--- src/rtl/alu_cmd_dispatcher_pkg.sv ---
// ALU_Package: shared types for the 4-bit ALU and its command dispatcher.
//   opcode_t          - ALU operation select (drives ALU Opcode)
//   alu_cmd_t         - one buffered command {op, a, b}
//   dispatch_state_t  - dispatcher FSM states
//   CMD_RESET         - command value the issue registers hold after reset
package ALU_Package;

  typedef enum logic [1:0] {
    Add            = 2'd0,
    Sub            = 2'd1,
    invert_A       = 2'd2,
    reduction_OR_B = 2'd3
  } opcode_t;

  typedef struct packed {
    opcode_t          op;
    logic signed [3:0] a;
    logic signed [3:0] b;
  } alu_cmd_t;

  typedef enum logic [1:0] {
    IDLE  = 2'd0,
    RUN   = 2'd1,
    STALL = 2'd2
  } dispatch_state_t;

  localparam alu_cmd_t CMD_RESET = '{op: Add, a: 4'sd0, b: 4'sd0};

endpackage

--- src/rtl/alu_cmd_dispatcher_fifo.sv ---
// alu_cmd_fifo: command storage for the ALU dispatcher.
//   DEPTH      - entries, power of two in 2..16
//   clk/reset  - clock, asynchronous active-low reset
//   push/pop   - requests; ignored when full/empty respectively
//   flush      - synchronous clear of pointers and count; overrides push/pop
//   wr_data    - command written on an accepted push
//   rd_data    - head entry (combinational read)
//   full/empty - occupancy flags
//   count      - current occupancy
//   count_nxt  - occupancy after this edge (feeds the dispatcher FSM)
module alu_cmd_fifo
  import ALU_Package::*;
#(
  parameter int unsigned DEPTH = 4
) (
  input  logic                     clk,
  input  logic                     reset,
  input  logic                     push,
  input  logic                     pop,
  input  logic                     flush,
  input  alu_cmd_t                 wr_data,
  output alu_cmd_t                 rd_data,
  output logic                     full,
  output logic                     empty,
  output logic [$clog2(DEPTH):0]   count,
  output logic [$clog2(DEPTH):0]   count_nxt
);

  localparam int unsigned AW = $clog2(DEPTH);
  localparam logic [AW:0] FULL_CNT = (AW+1)'(DEPTH);

  alu_cmd_t        mem [DEPTH];
  logic [AW-1:0]   wr_ptr;
  logic [AW-1:0]   rd_ptr;
  logic            push_ok;
  logic            pop_ok;

  assign full    = (count == FULL_CNT);
  assign empty   = (count == '0);
  assign push_ok = push && !full && !flush;
  assign pop_ok  = pop && !empty && !flush;
  assign rd_data = mem[rd_ptr];

  // Guards on push_ok/pop_ok keep count within 0..DEPTH, so no explicit clamp.
  always_comb begin
    count_nxt = count;
    if (flush) begin
      count_nxt = '0;
    end else if (push_ok && !pop_ok) begin
      count_nxt = count + 1'b1;
    end else if (pop_ok && !push_ok) begin
      count_nxt = count - 1'b1;
    end
  end

  // Pointers wrap naturally since DEPTH is a power of two.
  always_ff @(posedge clk or negedge reset) begin
    if (!reset) begin
      wr_ptr <= '0;
      rd_ptr <= '0;
      count  <= '0;
    end else begin
      count <= count_nxt;
      if (flush) begin
        wr_ptr <= '0;
        rd_ptr <= '0;
      end else begin
        if (push_ok) wr_ptr <= wr_ptr + 1'b1;
        if (pop_ok)  rd_ptr <= rd_ptr + 1'b1;
      end
    end
  end

  // Storage needs no reset: an entry is only read after it has been written.
  always_ff @(posedge clk) begin
    if (push_ok) mem[wr_ptr] <= wr_data;
  end

endmodule

--- src/rtl/alu_cmd_dispatcher.sv ---
// alu_cmd_dispatcher: buffers ALU commands and issues at most one per cycle
// onto the registered ALU inputs, with a result-valid strobe aligned to the
// ALU's one-cycle registered output C.
// Optional feature macro: ALU_DISPATCH_TAG_EN builds the res_tag counter;
// without it res_tag is tied to 0.
//   DEPTH                   - FIFO entries (power of two, 2..16)
//   clk / reset             - clock, asynchronous active-low reset
//   cmd_valid / cmd_ready   - command handshake (ready = FIFO not full)
//   cmd_opcode/cmd_a/cmd_b  - incoming command
//   issue_en                - 0 stalls issue, FIFO still accepts
//   flush                   - synchronous FIFO clear, drops same-cycle push
//   alu_opcode/alu_a/alu_b  - registered ALU inputs
//   alu_issue               - alu_* carry a new command this cycle
//   res_valid / res_tag     - qualifies ALU C, with its issue sequence number
//   fifo_count              - FIFO occupancy
//   drop_err                - sticky: command offered while full
module alu_cmd_dispatcher
  import ALU_Package::*;
#(
  parameter int unsigned DEPTH = 4
) (
  input  logic                    clk,
  input  logic                    reset,
  input  logic                    cmd_valid,
  output logic                    cmd_ready,
  input  opcode_t                 cmd_opcode,
  input  logic signed [3:0]       cmd_a,
  input  logic signed [3:0]       cmd_b,
  input  logic                    issue_en,
  input  logic                    flush,
  output opcode_t                 alu_opcode,
  output logic signed [3:0]       alu_a,
  output logic signed [3:0]       alu_b,
  output logic                    alu_issue,
  output logic                    res_valid,
  output logic [2:0]              res_tag,
  output logic [$clog2(DEPTH):0]  fifo_count,
  output logic                    drop_err
);

  dispatch_state_t              state;
  alu_cmd_t                     cmd_in;
  alu_cmd_t                     head;
  logic                         full;
  logic                         empty;
  logic                         pop;
  logic [$clog2(DEPTH):0]       count_nxt;

  assign cmd_in    = '{op: cmd_opcode, a: cmd_a, b: cmd_b};
  assign cmd_ready = !full;
  // Issue requires the registered RUN state, so a fresh push never passes
  // straight through and raising issue_en from STALL costs one cycle.
  assign pop       = (state == RUN) && !empty && issue_en && !flush;

  alu_cmd_fifo #(
    .DEPTH (DEPTH)
  ) u_fifo (
    .clk       (clk),
    .reset     (reset),
    .push      (cmd_valid),
    .pop       (pop),
    .flush     (flush),
    .wr_data   (cmd_in),
    .rd_data   (head),
    .full      (full),
    .empty     (empty),
    .count     (fifo_count),
    .count_nxt (count_nxt)
  );

  always_ff @(posedge clk or negedge reset) begin
    if (!reset) begin
      state      <= IDLE;
      alu_opcode <= CMD_RESET.op;
      alu_a      <= CMD_RESET.a;
      alu_b      <= CMD_RESET.b;
      alu_issue  <= 1'b0;
      res_valid  <= 1'b0;
      drop_err   <= 1'b0;
    end else begin
      alu_issue <= pop;
      // An in-flight result still reports even across a flush.
      res_valid <= alu_issue;
      if (pop) begin
        alu_opcode <= head.op;
        alu_a      <= head.a;
        alu_b      <= head.b;
      end
      if (cmd_valid && !cmd_ready) drop_err <= 1'b1;
      if (flush || count_nxt == '0) begin
        state <= IDLE;
      end else if (issue_en) begin
        state <= RUN;
      end else begin
        state <= STALL;
      end
    end
  end

`ifdef ALU_DISPATCH_TAG_EN
  logic [2:0] tag_cnt;
  logic [2:0] issue_tag;

  // issue_tag travels with alu_*; res_tag lines it up with res_valid.
  always_ff @(posedge clk or negedge reset) begin
    if (!reset) begin
      tag_cnt   <= '0;
      issue_tag <= '0;
      res_tag   <= '0;
    end else begin
      if (pop) begin
        issue_tag <= tag_cnt;
        tag_cnt   <= tag_cnt + 3'd1;
      end
      res_tag <= issue_tag;
    end
  end
`else
  assign res_tag = '0;
`endif

endmodule

--- config.mk ---
export PLATFORM = sky130hd
export DESIGN_NAME = alu_cmd_dispatcher
export DESIGN_NICKNAME = d
export VERILOG_FILES = /design/src/rtl/alu_cmd_dispatcher_pkg.sv /design/src/rtl/alu_cmd_dispatcher_fifo.sv /design/src/rtl/alu_cmd_dispatcher.sv
export SDC_FILE = /design/constraint.sdc
export NUM_CORES = 1
export LEC_CHECK = 0
export CAP_MARGIN = 5
export CORE_AREA = 2 2 76 78
export DETAILED_ROUTE_END_ITERATION = 6
export DIE_AREA = 0 0 78 80
export GPL_TIMING_DRIVEN = 0
export PLACE_DENSITY_LB_ADDON = 0.2
export SETUP_SLACK_MARGIN = 0.3
export SKIP_LAST_GASP = 1
export SLEW_MARGIN = 40
export SYNTH_ARGS = -nofsm -noshare
export SYNTH_HDL_FRONTEND = slang
export SYNTH_SLANG_ARGS = --single-unit
--- constraint.sdc ---
create_clock -name clk -period 1.8 [get_ports clk]
set_input_delay 0.36 -clock clk [delete_from_list [all_inputs] [get_ports clk]]
set_output_delay 0.36 -clock clk [all_outputs]
set_load 0.05 [all_outputs]
=== Word level (Yosys, flattened, before mapping) ===
Memory sizes are Yosys's and may differ from the RTL's. A register that Yosys moved wholly into a read port is not among the register bits.
Cells that the tools add are included.

* Logic and storage cells: 46
* Memory bits (writable): 40
* Output and inout bits: 20
* Register bits after elaboration: 12
* Bits of input ports: 15
* Memories kept: 1

* $add $sub $neg: 4
* Mux-type cells: 11
* Equal/unequal tests: 2
* Reduce and logical (&&, ||, !) cells: 21

{| class="wikitable"
|+ Memory list
! name !! depth !! width !! rd ports !! clocked after memory_dff !! write ports !! line !! RTL
|-
| u_fifo.mem || 4 || 10 || 1 || 1 || 1 || alu_cmd_dispatcher_fifo.sv:32 || <nowiki>alu_cmd_t mem [DEPTH];</nowiki>
|}

{| class="wikitable"
|+ Operators with widths
! kind !! count
|-
| 2-bit 2-to-1 mux || 6
|-
| 1-bit logical AND || 10
|-
| 3-bit 2-to-1 mux || 3
|-
| 1-bit logical NOT || 6
|-
| 3-bit logical NOT || 2
|-
| 2-bit by 1-bit adder with 2-bit output, second input constant || 2
|-
| 2-bit nonzero test || 2
|-
| 3-bit by 1-bit adder with 3-bit output, second input constant || 1
|-
| 3-bit == test, second input constant || 1
|-
| 3-bit by 1-bit subtractor with 3-bit output, second input constant || 1
|-
| 2-bit by 1-bit == test with 1-bit output, second input constant || 1
|-
| 1-bit 2-to-1 mux || 2
|-
| 1-bit logical OR || 1
|}

=== Longest topological paths before layout ===
* Depth after elaboration: 14
* Mapped depth: 7
* Depth with buffers taken out: 6

=== Cells and area by module ===
From an unflattened synthesis, not the netlist that was laid out.

* Cells, all modules: 143
* Area, all modules: 2548.7 um^2

{| class="wikitable"
|+ By module, submodules not included
! module !! area each (um^2) !! cells each !! instances !! seq. area each (um^2)
|-
| alu_cmd_fifo || 1960.6 || 106 || 1 || 1376.3
|-
| alu_cmd_dispatcher || 588.1 || 37 || 1 || 375.4
|}

=== Worst setup path after synthesis ===
No wires, ideal clock.

* Path type: reg-to-reg
* From: register u_fifo.count[0]
* To: register alu_a[0] (read register of u_fifo.mem)
* Period minus slack after synthesis: 2.262 ns
* Arrival time: 2.137 ns
* Path buffers: 1
* Data required time: 1.675 ns
* Slack: -0.462 ns
* Setup time: 0.125 ns
* Stages on the path, launching flop included: 7
* Cells stage by stage: dfrtp_1 inv_1 ha_1 nor2b_2 nor3_1 buf_6 mux2_2

* Longest elaborated chain between the ends: 5

{| class="wikitable"
|+ RTL lines
! item !! line !! RTL
|-
| start: declaration || alu_cmd_dispatcher_fifo.sv:25 || <nowiki>output logic [$clog2(DEPTH):0] count,</nowiki>
|-
| start signal: assignment || alu_cmd_dispatcher_fifo.sv:63 || <nowiki>count <= count_nxt;</nowiki>
|-
| 3-bit logical NOT || alu_cmd_dispatcher_fifo.sv:39 || <nowiki>assign empty = (count == '0);</nowiki>
|-
| 1-bit logical NOT || alu_cmd_dispatcher.sv:53 || <nowiki>assign pop = (state == RUN) && !empty && issue_en && !flush;</nowiki>
|-
| 1-bit logical AND (3 in a row) || alu_cmd_dispatcher.sv:53 ||
|-
| via pop || alu_cmd_dispatcher.sv:46 || <nowiki>logic pop;</nowiki>
|-
| end: declaration || alu_cmd_dispatcher.sv:32 || <nowiki>output logic signed [3:0] alu_a,</nowiki>
|}

The timed path passes the listed nets, and every way through them passes these cells.
A chain may end at the register's enable or synchronous reset.

=== Final worst setup path ===
* From: register u_fifo.count[1]
* To: register u_fifo.count[1]

* Longest elaborated chain between the ends: 11
* Elaborated cells between the ends (all ways): 20
* Those cells by class: add/sub: 2; eq/ne: 1; mux: 3; reduce/logical: 14

{| class="wikitable"
|+ RTL lines
! item !! line !! RTL
|-
| 3-bit logical NOT || alu_cmd_dispatcher_fifo.sv:39 ||
|-
| 1-bit logical NOT || alu_cmd_dispatcher_fifo.sv:41, alu_cmd_dispatcher.sv:53 ||
|-
| 1-bit logical AND (3 in a row) || alu_cmd_dispatcher.sv:53 ||
|-
| 1-bit logical AND (2 in a row) || alu_cmd_dispatcher_fifo.sv:41 || <nowiki>assign pop_ok = pop && !empty && !flush;</nowiki>
|-
| 1-bit logical AND or 1-bit logical NOT (tied branches) || alu_cmd_dispatcher_fifo.sv:51, alu_cmd_dispatcher_fifo.sv:49 ||
|-
| 3-bit 2-to-1 mux or 1-bit logical AND (tied branches) || alu_cmd_dispatcher_fifo.sv:51, alu_cmd_dispatcher_fifo.sv:49 ||
|-
| 3-bit 2-to-1 mux * || alu_cmd_dispatcher_fifo.sv:49 || <nowiki>end else if (push_ok && !pop_ok) begin</nowiki>
|-
| 3-bit 2-to-1 mux * || alu_cmd_dispatcher_fifo.sv:47 || <nowiki>if (flush) begin</nowiki>
|-
| via count_nxt[1] || alu_cmd_dispatcher.sv:47 || <nowiki>logic [$clog2(DEPTH):0] count_nxt;</nowiki>
|}

The timed path passes the listed nets; every way through them passes the cells marked *.

==> metrics.yaml <==
route:
  wl_met3_microns: 180
  routedWlPerCell_microns: 18.64
  wl_met2_mm: 2.814
  drt-pass1-iter-count: 4
  ant_nets: 0
  top_layer: "met4"
  wl_met1_mm: 2.272
  drc: 0
  drt_iter0_drc: 81
  num_vias: 1542
  wl_mm: 5.350
  viasPerCell: 5.373
clocking:
  insertion_delay_ps: 330
  htree_num_levels: 3
  cts_tree: "done"
  clockBufferDepth: 2
  cts.clk_slew.worst_paths_ps: 70
  clock-sinks: 62
  cts-root-buf: "clkbuf_8"
  numCtsBuffers: 9
timing:
  max_slew_margin: 0.6508
  max_freq_mhz: 606.0
  finClkSkew_ps: 12.44
  setup-violations-final: 0
  hold_ws_ps: -5.111
  fin_crit_sh: 0.9167
  worst_pin_slew_ps: 523.8
  period_minus_slack_ps: 1650
  finalHoldViolCount: 13
  slew_viol_final: 0
  final.setup.worst_slack_ps: 149.9
  rsz0062_at_grt: "true"
grt:
  grt-ovfl-total: 0
  grt_pass1_wl_mm: 8.342
  grt_pass1_vias: 1628
  antenna_found_initial: 0
  track_usage: 0.1868
  grt_max_degree: 23
synth:
  yosys.area.top_type: "edfxtp_1"
  synth_fa_ha_area_frac: 0.03837
  synth_top_family_by_area: "multiplexers"
  synth_compound_area_frac: 0.04857
  synth_top_area_share: 0.4662
  syn-instance-count: 149
  avgSynthCellArea_sq_um: 17.29
  synthSimpleGateAreaFrac: 0.05391
  synthMuxAreaShare: 0.1311
  seq_area_frac_synth: 0.6799
  async_flop_share: 0.3548
  synthTopCellsByArea: "edfxtp_1 (47%), dfrtp_1 (21%), mux4_2 (8.7%)"
  synth_flop_cell: "edfxtp_1"
  synth_edf_count: 40
  synthDistinctLibCells: 37
  synth_seq_cells: 62
  synthXorXnorAreaFrac: 0.01700
  yosys_warnings: 0
  syn_area_sq_um: 2576
die:
  start_util: 0.4766
  num_rows: 27
  die_y_microns: 80
  coreArea_sq_um: 5405
  die_area_sq_um: 6240
  die_x_microns: 78
  num_io_pins: 35
placed_design:
  place_congestion: 0.8409
  hpwl_mm: 3.148
  place_area_sq_um: 3065
  io_buffer_count: 30
  post-place-ws_ps: -360.4
power:
  power_mw: 4.672
  vdd_drop_max_mv: 0.8766
  power_density_nw_per_um2: 1329
  p_leak_nw: 1.365
final_layout:
  n_antenna_cell: 0
  finalNetCount: 233
  postLayoutCellArea_sq_um: 3516
  layout-drive-gt1-share: 0.4698
  final_util: 0.6505
  area_growth_pct: 36.47
critical_path:
  end_kind: "flop"
  worstPathMaxFanout: 6
  arrival_ps: 1870
  critPathLaunchType: "flop"
  crit_required_ps: 2020
  worstSetupPathType: "flop to flop"
status:
  violations: "negative hold slack"
  outcome: "finished with violations"
hold_path:
  hp-class: "input port to asynchronous set/reset pin"
run:
  drv_cap: 0
[worst paths after layout]
kind	from	to	slack [ps]	cells past startpoint
max in group asynchronous	reset	u_fifo.count[1]	1430	1
setup reg to reg	u_fifo.count[1]	u_fifo.count[1]	150	6
hold reg to reg	alu_issue	res_valid	390	0
min in group clk	alu_issue	res_valid	390	0
hold / removal	reset	alu_opcode[1]	-5	1
setup / recovery	u_fifo.count[1]	u_fifo.count[1]	150	6
[final cells by class]
class                           count  area, sq um
Multi-Input combinational cell     79        920.9
Buffer                              8        65.06
Tap cell                           72        90.09
Fill cell                         383         1889
Clock buffer                       11        141.4
Clock inverter                      4        95.09
Timing Repair Buffer               45        422.9
Inverter                            6        25.02
Sequential cell                    62         1755
[timing repair]
item	4_1_cts	5_1_grt
hold buffers	0	0
pin swaps	13	3
setup endpoints to repair	71	59
cloned	5	0
setup buffers	12	2
gates resized for setup	66	9
[logic make-up after synthesis]
group                      Yosys count
other                                1
buffers and inverters               14
and+or+nand+nor                     25
muxes                               20
adders and majority gates            8
xor gates and xnor gates             5
AOI/OAI and AO/OA                   14
DFF                                 62
[stage by stage]
step / setup TNS, ps / hold slack [ps] / std cells
after floorplan: -13.08 / 64.41 / 151
after global placement: -5522 / 360.9 / 253
after detailed placement: -6340 / 374.7 / 253
after CTS: 0 / 14.65 / 285
after global routing: 0 / 39.43 / 287
final: 0 / -5.111 / 287
[layout by cell type (no fill, tap or decap), types with 4 or more instances in the layout]
| master | Yosys | final |
|---|---|---|
| nor2_1 | 5 | 5 |
| mux2_4 | 0 | 10 |
| dfrtp_1 | 22 | 19 |
| ha_1 | 7 | 6 |
| edfxtp_1 | 40 | 40 |
| buf_4 | 4 | 16 |
| clkbuf_8 | 0 | 10 |
| buf_6 | 1 | 6 |
| and3_4 | 0 | 8 |
| clkdlybuf4s15_2 | 0 | 14 |
| inv_1 | 6 | 4 |
| mux4_2 | 10 | 10 |
| clkdlybuf4s50_1 | 0 | 11 |
[routing by layer]
metal / vias up / track usage
li1: 699 / -
met4: 0 / 0.07368
met1: 793 / 0.2264
met3: 7 / 0.03733
met2: 43 / 0.3293
met5: - / 0
[power by group]
| part | internal (mW) | switching (mW) | leakage (nW) |
|---|---|---|---|
| Clock | 0.948 | 0.512 | 0.119 |
| Combinational | 0.582 | 0.833 | 0.596 |
| Sequential | 1.69 | 0.106 | 0.650 |
[Yosys cell counts, drive strengths merged, types with 2 or more instances]
cell    instances
inv             6
ha              7
mux4           10
o211ai          3
mux2           10
a21oi           2
edfxtp         40
nand3           2
and3            4
nand4           3
a311oi          2
xnor2           4
nand2           4
clkbuf          2
buf             6
nor2            6
dfrtp          22
[worst max-delay path, stage by stage (launching register included)]
cell and delay (ps):
dfrtp_2 430, inv_2 80, ha_4 170, nor2b_4 280
nor2_4 70, maj3_2 300, o211a_1 210
[sequential cells by signal (all words and copies together), names as in the netlist]
| signal | cells |
|---|---|
| alu_a | 4 |
| state | 2 |
| drop_err | 1 |
| alu_issue | 1 |
| u_fifo.rd_ptr | 2 |
| u_fifo.wr_ptr | 2 |
| u_fifo.mem | 40 |
| u_fifo.count | 3 |
| alu_opcode | 2 |
| alu_b | 4 |
| res_valid | 1 |
Note: power is estimated with default switching activity, not from simulation.
